**src/rtl/l15_req_arbiter.sv**
```systemverilog
// Round-robin arbiter sharing the single L1.5 request channel, with per-requester in-flight limits.
// Defining L15_ARB_STATS_EN adds grant_cnt_o / stall_cnt_o statistics counters.
module l15_req_arbiter #(
  parameter int NumReq         = 5,
  parameter int ReqWidth       = 128,
  parameter int PortIdWidth    = 3,
  parameter int MaxOutstanding = 4
) (
  input  logic                       clk_i,
  input  logic                       rst_i,
  input  logic [NumReq-1:0]          req_valid_i,
  input  logic [NumReq*ReqWidth-1:0] req_data_i,
  output logic [NumReq-1:0]          req_ready_o,
  output logic                       l15_val_o,
  output logic [ReqWidth-1:0]        l15_data_o,
  output logic [PortIdWidth-1:0]     l15_portid_o,
  input  logic                       l15_ack_i,
  input  logic                       rtrn_valid_i,
  input  logic [PortIdWidth-1:0]     rtrn_portid_i,
  output logic                       busy_o
`ifdef L15_ARB_STATS_EN
  ,
  output logic [NumReq*32-1:0]       grant_cnt_o,
  output logic [31:0]                stall_cnt_o
`endif
);

  // state | meaning
  // IDLE  | arbitrate among eligible requesters
  // HOLD  | granted payload presented on L1.5 until ack
  localparam logic [0:0] IDLE = 1'b0;
  localparam logic [0:0] HOLD = 1'b1;

  localparam int CntWidth = $clog2(MaxOutstanding + 1);

  logic [0:0]             state;
  logic [PortIdWidth-1:0] ptr;
  logic [CntWidth-1:0]    cnt [NumReq];
  logic [NumReq-1:0]      eligible;
  logic [NumReq-1:0]      sel;
  logic [NumReq-1:0]      inc;
  logic [NumReq-1:0]      dec;
  logic                   zero_rtrn;
  logic                   found;
  logic [PortIdWidth-1:0] grant;
  logic                   accept;

  assign accept = (state == HOLD) && l15_ack_i;

  always_comb begin
    eligible  = '0;
    sel       = '0;
    inc       = '0;
    dec       = '0;
    zero_rtrn = 1'b0;
    busy_o    = 1'b0;
    for (int i = 0; i < NumReq; i++) begin
      eligible[i] = req_valid_i[i] && (cnt[i] < CntWidth'(MaxOutstanding));
      sel[i]      = (l15_portid_o == PortIdWidth'(i));
      inc[i]      = accept && sel[i];
      // Returns on an idle counter are dropped rather than wrapping.
      dec[i]      = rtrn_valid_i && (rtrn_portid_i == PortIdWidth'(i)) && (cnt[i] != '0);
      if (rtrn_valid_i && (rtrn_portid_i == PortIdWidth'(i)) && (cnt[i] == '0))
        zero_rtrn = 1'b1;
      if (cnt[i] != '0)
        busy_o = 1'b1;
    end
  end

  assign req_ready_o = sel & {NumReq{accept}};

  always_comb begin
    found = 1'b0;
    grant = '0;
    for (int k = 0; k < NumReq; k++) begin
      int idx;
      idx = (int'(ptr) + 1 + k) % NumReq;
      if (!found && eligible[idx]) begin
        found = 1'b1;
        grant = PortIdWidth'(idx);
      end
    end
  end

  always_ff @(posedge clk_i or posedge rst_i) begin
    if (rst_i) begin
      state        <= IDLE;
      l15_val_o    <= 1'b0;
      l15_data_o   <= '0;
      l15_portid_o <= '0;
      ptr          <= PortIdWidth'(NumReq - 1);
    end else begin
      case (state)
        IDLE: begin
          if (found) begin
            l15_data_o   <= req_data_i[int'(grant)*ReqWidth +: ReqWidth];
            l15_portid_o <= grant;
            ptr          <= grant;
            l15_val_o    <= 1'b1;
            state        <= HOLD;
          end
        end
        HOLD: begin
          if (l15_ack_i) begin
            l15_val_o <= 1'b0;
            state     <= IDLE;
          end
        end
        default: state <= IDLE;
      endcase
    end
  end

  always_ff @(posedge clk_i or posedge rst_i) begin
    if (rst_i) begin
      for (int i = 0; i < NumReq; i++) cnt[i] <= '0;
    end else begin
      for (int i = 0; i < NumReq; i++) begin
        if (inc[i] && !dec[i])
          cnt[i] <= cnt[i] + 1'b1;
        else if (dec[i] && !inc[i])
          cnt[i] <= cnt[i] - 1'b1;
      end
    end
  end

`ifdef L15_ARB_STATS_EN
  always_ff @(posedge clk_i or posedge rst_i) begin
    if (rst_i) begin
      grant_cnt_o <= '0;
      stall_cnt_o <= '0;
    end else begin
      for (int i = 0; i < NumReq; i++)
        if (inc[i])
          grant_cnt_o[i*32 +: 32] <= grant_cnt_o[i*32 +: 32] + 32'd1;
      if ((state == IDLE) && (|req_valid_i) && !(|eligible))
        stall_cnt_o <= stall_cnt_o + 32'd1;
    end
  end
`endif

`ifndef SYNTHESIS
  a_hold_valid: assert property (@(posedge clk_i) disable iff (rst_i)
    (state == HOLD) |-> |(req_valid_i & sel));
  a_no_underflow: assert property (@(posedge clk_i) disable iff (rst_i) !zero_rtrn);
`endif

endmodule

```
**config.mk**
```make
export PLATFORM = sky130hd
export DESIGN_NAME = l15_req_arbiter
export DESIGN_NICKNAME = d
export VERILOG_FILES = /design/src/rtl/l15_req_arbiter.sv
export SDC_FILE = /design/constraint.sdc
export NUM_CORES = 1
export LEC_CHECK = 0
export CORE_AREA = 2 2 305 307
export DETAILED_ROUTE_END_ITERATION = 16
export DIE_AREA = 0 0 307 309
export SLEW_MARGIN = 25
export SYNTH_ARGS = -nofsm -noshare
export SYNTH_HDL_FRONTEND = slang
export SYNTH_SLANG_ARGS = --single-unit
```
**constraint.sdc**
```tcl
create_clock -name clk_i -period 8.77 [get_ports clk_i]
set_input_delay 1.3155 -clock clk_i [delete_from_list [all_inputs] [get_ports clk_i]]
set_output_delay 1.3155 -clock clk_i [all_outputs]
set_load 0.05 [all_outputs]
```
==> results of run 1 <==
-- path summary, 6_finish.rpt --
| check | depth (start not counted) | start | endpoint | slack (ns) |
|---|---|---|---|---|
| worst min register to register | 1 | l15_data_o[87] | l15_data_o[87] | 0.51 |
| max in group asynchronous | 3 | rst_i | l15_data_o[7] | 6.23 |
| worst max-delay path | 27 | l15_portid_o[0] | l15_data_o[59] | 0.57 |
| worst min-delay path | 1 | l15_data_o[87] | l15_data_o[87] | 0.51 |
| min in group asynchronous | 2 | rst_i | cnt[6] | 1.28 |
| worst max register to register | 27 | l15_portid_o[0] | l15_data_o[59] | 0.57 |
-- synth_stat cells (11+ instances only) --
| master | n | area share (%) |
|---|---|---|
| sky130_fd_sc_hd__a211oi_1 | 11 | 0.53 |
| sky130_fd_sc_hd__a21boi_0 | 260 | 12 |
| sky130_fd_sc_hd__a21oi_1 | 23 | 0.73 |
| sky130_fd_sc_hd__a221o_1 | 130 | 8.3 |
| sky130_fd_sc_hd__a31o_1 | 55 | 3.1 |
| sky130_fd_sc_hd__a31o_2 | 73 | 4.1 |
| sky130_fd_sc_hd__and3_1 | 257 | 10 |
| sky130_fd_sc_hd__buf_2 | 58 | 1.8 |
| sky130_fd_sc_hd__buf_6 | 15 | 1.1 |
| sky130_fd_sc_hd__clkbuf_1 | 134 | 3.2 |
| sky130_fd_sc_hd__dfrtp_1 | 148 | 24 |
| sky130_fd_sc_hd__ha_1 | 46 | 3.7 |
| sky130_fd_sc_hd__inv_1 | 36 | 0.86 |
| sky130_fd_sc_hd__mux2i_1 | 13 | 0.83 |
| sky130_fd_sc_hd__nand2_1 | 40 | 0.96 |
| sky130_fd_sc_hd__nand2b_1 | 15 | 0.60 |
| sky130_fd_sc_hd__nand3_1 | 18 | 0.57 |
| sky130_fd_sc_hd__nor2_1 | 43 | 1.0 |
| sky130_fd_sc_hd__nor2b_1 | 12 | 0.48 |
| sky130_fd_sc_hd__o211ai_1 | 11 | 0.53 |
| sky130_fd_sc_hd__o21ai_0 | 23 | 0.73 |
| sky130_fd_sc_hd__o32a_1 | 127 | 8.1 |
| sky130_fd_sc_hd__xnor2_1 | 20 | 1.1 |
-- cells by family (layout without fill, tap and decap cells) --
| kind of cell | Yosys count | after routing | synth area share, % |
|---|---|---|---|
| xor+xnor | 32 | 32 | 1.88 |
| mux | 24 | 24 | 1.90 |
| compound gates | 804 | 804 | 43.6 |
| fa+ha+maj | 52 | 52 | 4.36 |
| other cells | 0 | 12 | 0 |
| flops | 149 | 149 | 23.7 |
| simple gates | 452 | 452 | 16.9 |
| buf+inv | 262 | 901 | 7.64 |
-- stage by stage --
step	instance area, µm²	utilization, %	hold slack [ns]
6_report	25200	27.6	0.514
5_1_grt	25200	27.6	0.527
4_1_cts	25200	27.6	0.519
3_5_place_dp	24600	26.9	0.498
3_3_place_gp	24600	26.9	0.495
2_1_floorplan	15700	-	0.459
-- layout make-up --
cell class                 instances  area (µm²)  area share [%]
clock inverter                    12         166           0.660
tap                             1186        1480            5.88
clock buffer                      20         457            1.81
timing repair buffer             831        8380            33.2
inverter                          38         148           0.585
antenna                           12        30.0           0.119
sequential                       149        3730            14.8
multi-input combinational       1364       10800            43.0
-- sequential cells by signal, summed over array words and instances (netlist names) --
signal and flops:
state 1, l15_portid_o 3, cnt 15, ptr 1, l15_data_o 128, l15_val_o 1
-- layer usage --
layer  wire [µm]  vias to the layer above
met2       41700                      898
met1       38700                     9072
li1            -                     8377
met4        1610                       20
met3        7970                      101
met5         121                        -
==> key figures, run 1 <==
Run status
  – Result of the run: complete, no violations

Clock network
  – Number of CTS-inserted buffers: 17
  – Clock-pin slew on the worst setup and hold paths: 0.08 ns
  – TritonCTS clock tree: done
  – Clk buf depth: 2
  – Insertion delay of the later-clocked pin in the worst-skew pair: 0.51 ns
  – Number of buffers added to fix hold violations after cts: 0
  – Root Driver: sky130_fd_sc_hd__clkbuf_16
  – Post-cts gate resize count: 0
  – Post-CTS Setup Inserts: 0
  – H-tree lvl count: 4
  – Number of clock sinks: 149

Setup path
  – Master of the slowest instance on the critical path: sky130_fd_sc_hd__dfrtp_2
  – Critical path endpoint category: register
  – Maximum fanout along the worst path: 124
  – WP data arrival: 8.60 ns
  – Required time at the endpoint of the critical path: 9.17 ns
  – Largest delay share family, worst path: compound AO/OA/AOI/OAI gates
  – Delay of the slowest critical-path stage: 0.57 ns
  – Startpoint type of the worst setup path: register
  – Library cell appearing most often on the critical path: sky130_fd_sc_hd__ha_1
  – Worst Path Buf+Inv: 4
  – Crit Path Category: reg -> reg

STA
  – Final Critical Period: 8.20 ns
  – Worst slew margin: 25.7%
  – Fmax: 0.122 GHz
  – Final number of setup-violating endpoints: 0
  – Number of pins exceeding their max-slew limit in the final report: 0
  – Final worst-path cycle share: 93.5%
  – Setup clock skew after layout: 0.0143 ns
  – Unrepaired setup endpoints after global routing: false
  – Hold violation total from the final report: 0
  – Tightest Pin Transition: 1.11 ns
  – Setup TNS: 0 ns
  – Crit path setup slack, layout: 0.567 ns

Global routing
  – Total congestion overflow after global routing: 0
  – Total track usage: 17.9%
  – Busiest layer in global routing: met2
  – Met3 Resource Use GR: 5.30%
  – Met2 layer usage reported by global route: 28.3%
  – First-pass GRT wire length: 125000 µm
  – Largest net degree at the start of global routing: 160
  – Met1 GRT Util: 23.7%
  – Initial antenna violation count: 25
  – Vias in the first global route: 17.7k

Yosys
  – Sequential-to-total area share from yosys stat: 23.7%
  – Count of cell types in the netlist: 97
  – Most used DFF post-synth: sky130_fd_sc_hd__dfrtp_1
  – Cell area after technology mapping: 15700 µm²
  – Yosys warning count: 0
  – Average size of a mapped cell: 8.85 µm²
  – Number of enable-type register cells in the synthesized netlist: 0
  – Register bit total from synthesis: 149
  – Mapped Nets: 2478
  – Synthesized netlist cell count: 1775
  – Fraction of registers with async set/reset: 100%

Placed design
  – Number of buffers added on ports: 789
  – Global placer's final weighted congestion: 0.890
  – Inst Count DP: 3568
  – HPWL after detailed placement: 67100 µm
  – Setup WS pre-CTS: 0.609 ns

Flow run
  – Number of max-cap violations: 0

Detailed routing
  – Mean number of vias per cell: 5.11
  – Number of DRC markers in iteration 0: 1806
  – Remaining number of nets flagged by the antenna check after routing: 0
  – Average detailed-routed wire length per instance: 25.0 µm
  – DRT Wirelength: 90100 µm
  – Total DRC errors in the routed layout: 0
  – Via Count: 18.5k
  – Number of detailed-route iterations in the first pass: 6

Final layout
  – Post-layout nets: 3104
  – Growth of design area from synthesis to finish: 60.6%
  – Commonest cells after routing, fill and taps aside: 789 x sky130_fd_sc_hd__clkdlybuf4s50_1, 260 x sky130_fd_sc_hd__a21boi_0, 257 x sky130_fd_sc_hd__and3_1, 147 x sky130_fd_sc_hd__dfrtp_1, 130 x sky130_fd_sc_hd__a221o_1
  – Fillers: 9790
  – Most common cell after layout, fill and taps aside: sky130_fd_sc_hd__clkdlybuf4s50_1
  – Post-route insts no fill: 3612
  – Share of cells above drive strength 1: 7.79%

Floorplan
  – Die W: 307 µm
  – Standard cell core area: 91400 µm²
  – Die height: 309 µm
  – Initial Utilization: 17.2%
  – I/O pins: 790
  – Std-Cell Rows: 111
  – DIE AREA: 94900 µm²

Min path
  – Path type of the worst min-delay path: reg -> reg
Power of run 1 is left out: the tool's default activity adds up to more than one toggle a clock period on the data nets, which glitch-free logic cannot reach.
==> run 2: changes to the inputs <==
--- a/config.mk
+++ b/config.mk
@@ -6,6 +6,7 @@
 export NUM_CORES = 1
 export LEC_CHECK = 0
 export CORE_AREA = 2 2 305 307
+export CTS_BUF_LIST = sky130_fd_sc_hd__clkbuf_8
 export DETAILED_ROUTE_END_ITERATION = 16
 export DIE_AREA = 0 0 307 309
 export SLEW_MARGIN = 25
==> run 2 against run 1 <==
  * Wire length about the same
  * Cell count barely moved
  * Sequential share of layout area increased by 0.11 points
  * Via count is 0.31% lower
  * Clock skew is 0.0071 ns higher
  * Critical path depth grew 1
==> key figures, run 2 (synthesis results as in run 1) <==
Run status
  – Result of the run: complete, no violations

Setup path
  – Library cell appearing most often on the critical path: sky130_fd_sc_hd__ha_1
  – Startpoint type of the worst setup path: register
  – Crit Path Category: reg -> reg
  – Master of the slowest instance on the critical path: sky130_fd_sc_hd__ha_1
  – Register-to-Register Path Depth: 28
  – Required time at the endpoint of the critical path: 9.25 ns
  – Delay of the slowest critical-path stage: 0.57 ns
  – WP data arrival: 8.65 ns
  – Critical path endpoint category: register
  – Maximum fanout along the worst path: 124

Floorplan
  – DIE AREA: 94900 µm²
  – Standard cell core area: 91400 µm²
  – Initial Utilization: 17.2%
  – Die W: 307 µm
  – Std-Cell Rows: 111
  – Die height: 309 µm
  – I/O pins: 790

Clock network
  – Post-CTS Setup Inserts: 0
  – Clock-pin slew on the worst setup and hold paths: 0.11 ns
  – Number of CTS-inserted buffers: 17
  – Clk buf depth: 2
  – Insertion delay of the later-clocked pin in the worst-skew pair: 0.60 ns
  – Root Driver: sky130_fd_sc_hd__clkbuf_8
  – TritonCTS clock tree: done
  – Number of buffers added to fix hold violations after cts: 0
  – Number of clock sinks: 149
  – H-tree lvl count: 4

Placed design
  – Number of buffers added on ports: 789
  – HPWL after detailed placement: 67100 µm
  – Global placer's final weighted congestion: 0.890

Global routing
  – Initial antenna violation count: 27
  – Total congestion overflow after global routing: 0
  – Total track usage: 17.9%
  – Vias in the first global route: 17.7k
  – Largest net degree at the start of global routing: 160
  – First-pass GRT wire length: 125000 µm

Detailed routing
  – DRT Wirelength: 90100 µm
  – Number of detailed-route iterations in the first pass: 8
  – Remaining number of nets flagged by the antenna check after routing: 0
  – Average detailed-routed wire length per instance: 24.9 µm
  – Number of DRC markers in iteration 0: 1933
  – Total DRC errors in the routed layout: 0
  – Mean number of vias per cell: 5.10
  – Via Count: 18.4k

Final layout
  – Commonest cells after routing, fill and taps aside: 789 x sky130_fd_sc_hd__clkdlybuf4s50_1, 260 x sky130_fd_sc_hd__a21boi_0, 257 x sky130_fd_sc_hd__and3_1, 147 x sky130_fd_sc_hd__dfrtp_1, 130 x sky130_fd_sc_hd__a221o_1
  – Post-layout nets: 3104
  – Share of cells above drive strength 1: 7.79%
  – Register name with the most flops: l15_data_o
  – Most common cell after layout, fill and taps aside: sky130_fd_sc_hd__clkdlybuf4s50_1
  – Max FFs per register: 128
  – Growth of design area from synthesis to finish: 59.4%
  – Registers with the most flip-flops: l15_data_o x128, cnt x15, l15_portid_o x3

STA
  – Final Critical Period: 8.17 ns
  – Hold violation total from the final report: 0
  – Final number of setup-violating endpoints: 0
  – Worst slew margin: 25.9%
  – Final worst-path cycle share: 93.2%
  – Number of pins exceeding their max-slew limit in the final report: 0
  – Unrepaired setup endpoints after global routing: false
  – Tightest Pin Transition: 1.11 ns
  – Fmax: 0.122 GHz
  – Setup TNS: 0 ns
  – Setup clock skew after layout: 0.0214 ns

Min path
  – Hold Path Stages: 1
  – Path type of the worst min-delay path: reg -> reg

Flow run
  – Number of max-cap violations: 0
## run 2: changes by cell type in the layout (fill, tap and decap cells not counted), sizes merged
| cell | delta |
|---|---|
| clkbuf | -1 |
| diode | +1 |
| inv | +1 |
## run 2: repair_timing
item | in CTS | in global routing
endpoints found under the setup margin | 0 | 35
hold endpoints to repair | 0 | 0
gates resized for setup | 0 | 1
## run 2: layer usage
metal	routed length [µm]	vias up	track usage [%]
met1	38900	9010	23.7
met4	1440	22	4.44
met3	7770	100	5.17
li1	-	8375	-
met2	41800	904	28.5
met5	132	-	0
## run 2: worst max-delay path: cells and delay by family, from the launching register on
| family | cells | cell delay [ns] |
|---|---|---|
| buf+inv | 5 | 1.11 |
| compound gates | 12 | 3.18 |
| fa+ha+maj | 5 | 1.76 |
| simple gates | 6 | 1.54 |
| flops | 1 | 0.34 |
## run 2: stage by stage
stage               instance area, µm²  std cells  hold WS, ns  setup WS, ns  utilization, %
floorplan                        15700       1775        0.459          1.22               -
global placement                 24600       3568        0.495         0.800            26.9
detailed placement               24600       3568        0.498         0.609            26.9
CTS                              25000       3600        0.527         0.549            27.4
global route                     25000       3606        0.535         0.139            27.4
finish                           25000       3613        0.521         0.600            27.4
## run 2: worst paths after layout
kind | start | endpoint | slack, ns
worst max-delay path | l15_portid_o[1] | l15_data_o[61] | 0.60
worst min-delay path | l15_data_o[100] | l15_data_o[100] | 0.52
worst max register to register | l15_portid_o[1] | l15_data_o[61] | 0.60
worst min register to register | l15_data_o[100] | l15_data_o[100] | 0.52
max in group asynchronous | rst_i | l15_data_o[105] | 6.33
min in group asynchronous | rst_i | cnt[6] | 1.19
## run 2: final cells by class
type	count	area [µm²]
repair buffers	831	8380
clock inverters	13	170
clock buffers	19	262
multi-input cells	1364	10800
fillers	9815	66300
diodes	13	32.5
well taps	1186	1480
inverters	38	148
flip-flops and latches	149	3730
Power of run 2 is left out for the same reason.
==> run 3: changes to the inputs <==
--- a/config.mk
+++ b/config.mk
@@ -5,10 +5,10 @@
 export SDC_FILE = /design/constraint.sdc
 export NUM_CORES = 1
 export LEC_CHECK = 0
-export CORE_AREA = 2 2 305 307
+export CORE_AREA = 2 2 303 305
 export CTS_BUF_LIST = sky130_fd_sc_hd__clkbuf_8
 export DETAILED_ROUTE_END_ITERATION = 16
-export DIE_AREA = 0 0 307 309
+export DIE_AREA = 0 0 305 307
 export SLEW_MARGIN = 25
 export SYNTH_ARGS = -nofsm -noshare
 export SYNTH_HDL_FRONTEND = slang
==> run 3 against run 2 <==
  * Global-route usage grew 0.45 points
  * Wire length grew 1.1%
  * First-iteration DRC count shrank 9.5%
  * Count of clock-buffer cells in the layout shrank 2
  * Via count grew 0.35%
  * Non-clock buffer count grew 9
  * Sequential cell count is the same
  * Cell area grew 0.33%
  * Highest routed layer unchanged
==> key figures, run 3 (synthesis results as in run 1) <==
Floorplan
  – Initial Utilization: 17.3%
  – I/O pins: 790
  – Standard cell core area: 90700 µm²
  – Std-Cell Rows: 111
  – Die height: 307 µm
  – Die W: 305 µm
  – DIE AREA: 93600 µm²

Final layout
  – Share of cells above drive strength 1: 8.13%
  – Most common cell after layout, fill and taps aside: sky130_fd_sc_hd__clkdlybuf4s50_1
  – Max FFs per register: 128
  – Register name with the most flops: l15_data_o
  – Registers with the most flip-flops: l15_data_o x128, cnt x15, l15_portid_o x3
  – Post-layout nets: 3113
  – Fillers: 9704
  – Growth of design area from synthesis to finish: 59.9%
  – Commonest cells after routing, fill and taps aside: 789 x sky130_fd_sc_hd__clkdlybuf4s50_1, 260 x sky130_fd_sc_hd__a21boi_0, 257 x sky130_fd_sc_hd__and3_1, 148 x sky130_fd_sc_hd__dfrtp_1, 130 x sky130_fd_sc_hd__a221o_1

STA
  – Tightest Pin Transition: 1.09 ns
  – Final number of setup-violating endpoints: 0
  – Number of pins exceeding their max-slew limit in the final report: 0
  – Unrepaired setup endpoints after global routing: false
  – Setup TNS: 0 ns
  – Final Critical Period: 8.10 ns
  – Worst slew margin: 27.5%
  – Fmax: 0.124 GHz
  – Final worst-path cycle share: 92.3%
  – Hold violation total from the final report: 0
  – Setup clock skew after layout: 0.0438 ns

Clock network
  – Insertion delay of the later-clocked pin in the worst-skew pair: 0.59 ns
  – TritonCTS clock tree: done
  – Number of buffers added to fix hold violations after cts: 0
  – Root Driver: sky130_fd_sc_hd__clkbuf_8
  – Clock-pin slew on the worst setup and hold paths: 0.11 ns
  – Clk buf depth: 2
  – H-tree lvl count: 4
  – Number of CTS-inserted buffers: 17
  – Number of clock sinks: 149
  – Post-CTS Setup Inserts: 0
  – Post-cts gate resize count: 0

Flow run
  – Number of max-cap violations: 0

Placed design
  – HPWL after detailed placement: 68000 µm
  – Number of buffers added on ports: 789
  – Global placer's final weighted congestion: 0.867

Setup path
  – Setup slack of the worst register-to-register path: 0.67 ns
  – Critical path endpoint category: register
  – WP data arrival: 8.57 ns
  – Crit Path Category: reg -> reg
  – Startpoint type of the worst setup path: register
  – Maximum fanout along the worst path: 66
  – Required time at the endpoint of the critical path: 9.24 ns

Min path
  – Path type of the worst min-delay path: reg -> reg

Detailed routing
  – Total DRC errors in the routed layout: 0
  – Number of DRC markers in iteration 0: 1749
  – Mean number of vias per cell: 5.10
  – Average detailed-routed wire length per instance: 25.1 µm
  – Via Count: 18.5k
  – Number of detailed-route iterations in the first pass: 5
  – DRT Wirelength: 91000 µm
  – Remaining number of nets flagged by the antenna check after routing: 0

Global routing
  – First-pass GRT wire length: 127000 µm
  – Vias in the first global route: 17.6k
  – Initial antenna violation count: 35
  – Largest net degree at the start of global routing: 164
  – Total congestion overflow after global routing: 0
  – Total track usage: 18.4%

Run status
  – Result of the run: complete, no violations
## run 3: final timing paths
check,startpoint,endpoint,cells past startpoint
setup / recovery,ptr[2],l15_data_o[4],26
hold / removal,l15_data_o[116],l15_data_o[116],1
setup reg to reg,ptr[2],l15_data_o[4],26
hold reg to reg,l15_data_o[116],l15_data_o[116],1
max in group asynchronous,rst_i,l15_data_o[30],3
min in group asynchronous,rst_i,l15_data_o[116],2
## run 3: stage by stage
stage / std cells / hold slack, ns / worst slack [ns] / area [µm²] / utilization [%]
global placement: 3577 / 0.493 / 1.05 / 24700 / 27.2
CTS: 3609 / 0.527 / 0.871 / 25100 / 27.7
detailed placement: 3577 / 0.498 / 0.912 / 24700 / 27.2
global route: 3619 / 0.537 / 0.332 / 25100 / 27.7
finish: 3623 / 0.520 / 0.674 / 25100 / 27.7
floorplan: 1775 / 0.459 / 1.22 / 15700 / -
## run 3: layout make-up
class                      instances  area [µm²]  share of cell area, %
clock inverter                    15         159                  0.633
multi-input combinational       1364       10800                   43.1
timing repair buffer             840        8490                   33.8
tap                             1186        1480                   5.91
sequential                       149        3730                   14.8
antenna                           14        35.0                  0.139
clock buffer                      17         234                  0.931
inverter                          38         150                  0.598
## run 3: metal layers
layer	routed length, µm	vias to the layer above	share of wire, %	global-route usage, %
met5	166	-	0.18	1.55
met4	1780	28	2.0	5.19
met3	9820	106	11	7.35
met2	40500	914	44	27.6
met1	38800	9034	43	23.9
li1	-	8394	-	-
## run 3: worst max-delay path, stage by stage (launching register included)
cell	delay, ns
sky130_fd_sc_hd__dfstp_2	0.89
sky130_fd_sc_hd__xor2_2	0.33
sky130_fd_sc_hd__ha_1	0.41
sky130_fd_sc_hd__a21bo_2	0.28
sky130_fd_sc_hd__a31oi_1	0.35
sky130_fd_sc_hd__inv_1	0.16
sky130_fd_sc_hd__ha_1	0.32
sky130_fd_sc_hd__nor4bb_1	0.18
sky130_fd_sc_hd__a221o_1	0.32
sky130_fd_sc_hd__or3_1	0.35
sky130_fd_sc_hd__ha_1	0.21
sky130_fd_sc_hd__nor2_1	0.16
sky130_fd_sc_hd__a31oi_1	0.14
sky130_fd_sc_hd__o21a_1	0.20
sky130_fd_sc_hd__nor2_1	0.29
sky130_fd_sc_hd__ha_1	0.27
sky130_fd_sc_hd__nor2_1	0.06
sky130_fd_sc_hd__a21boi_0	0.41
sky130_fd_sc_hd__o41ai_1	0.20
sky130_fd_sc_hd__or2_2	0.30
sky130_fd_sc_hd__o221a_2	0.29
sky130_fd_sc_hd__o221ai_4	0.26
sky130_fd_sc_hd__buf_12	0.29
sky130_fd_sc_hd__buf_12	0.27
sky130_fd_sc_hd__a21boi_0	0.19
sky130_fd_sc_hd__o32a_1	0.46
sky130_fd_sc_hd__a221o_1	0.33
Power of run 3 is left out for the same reason.
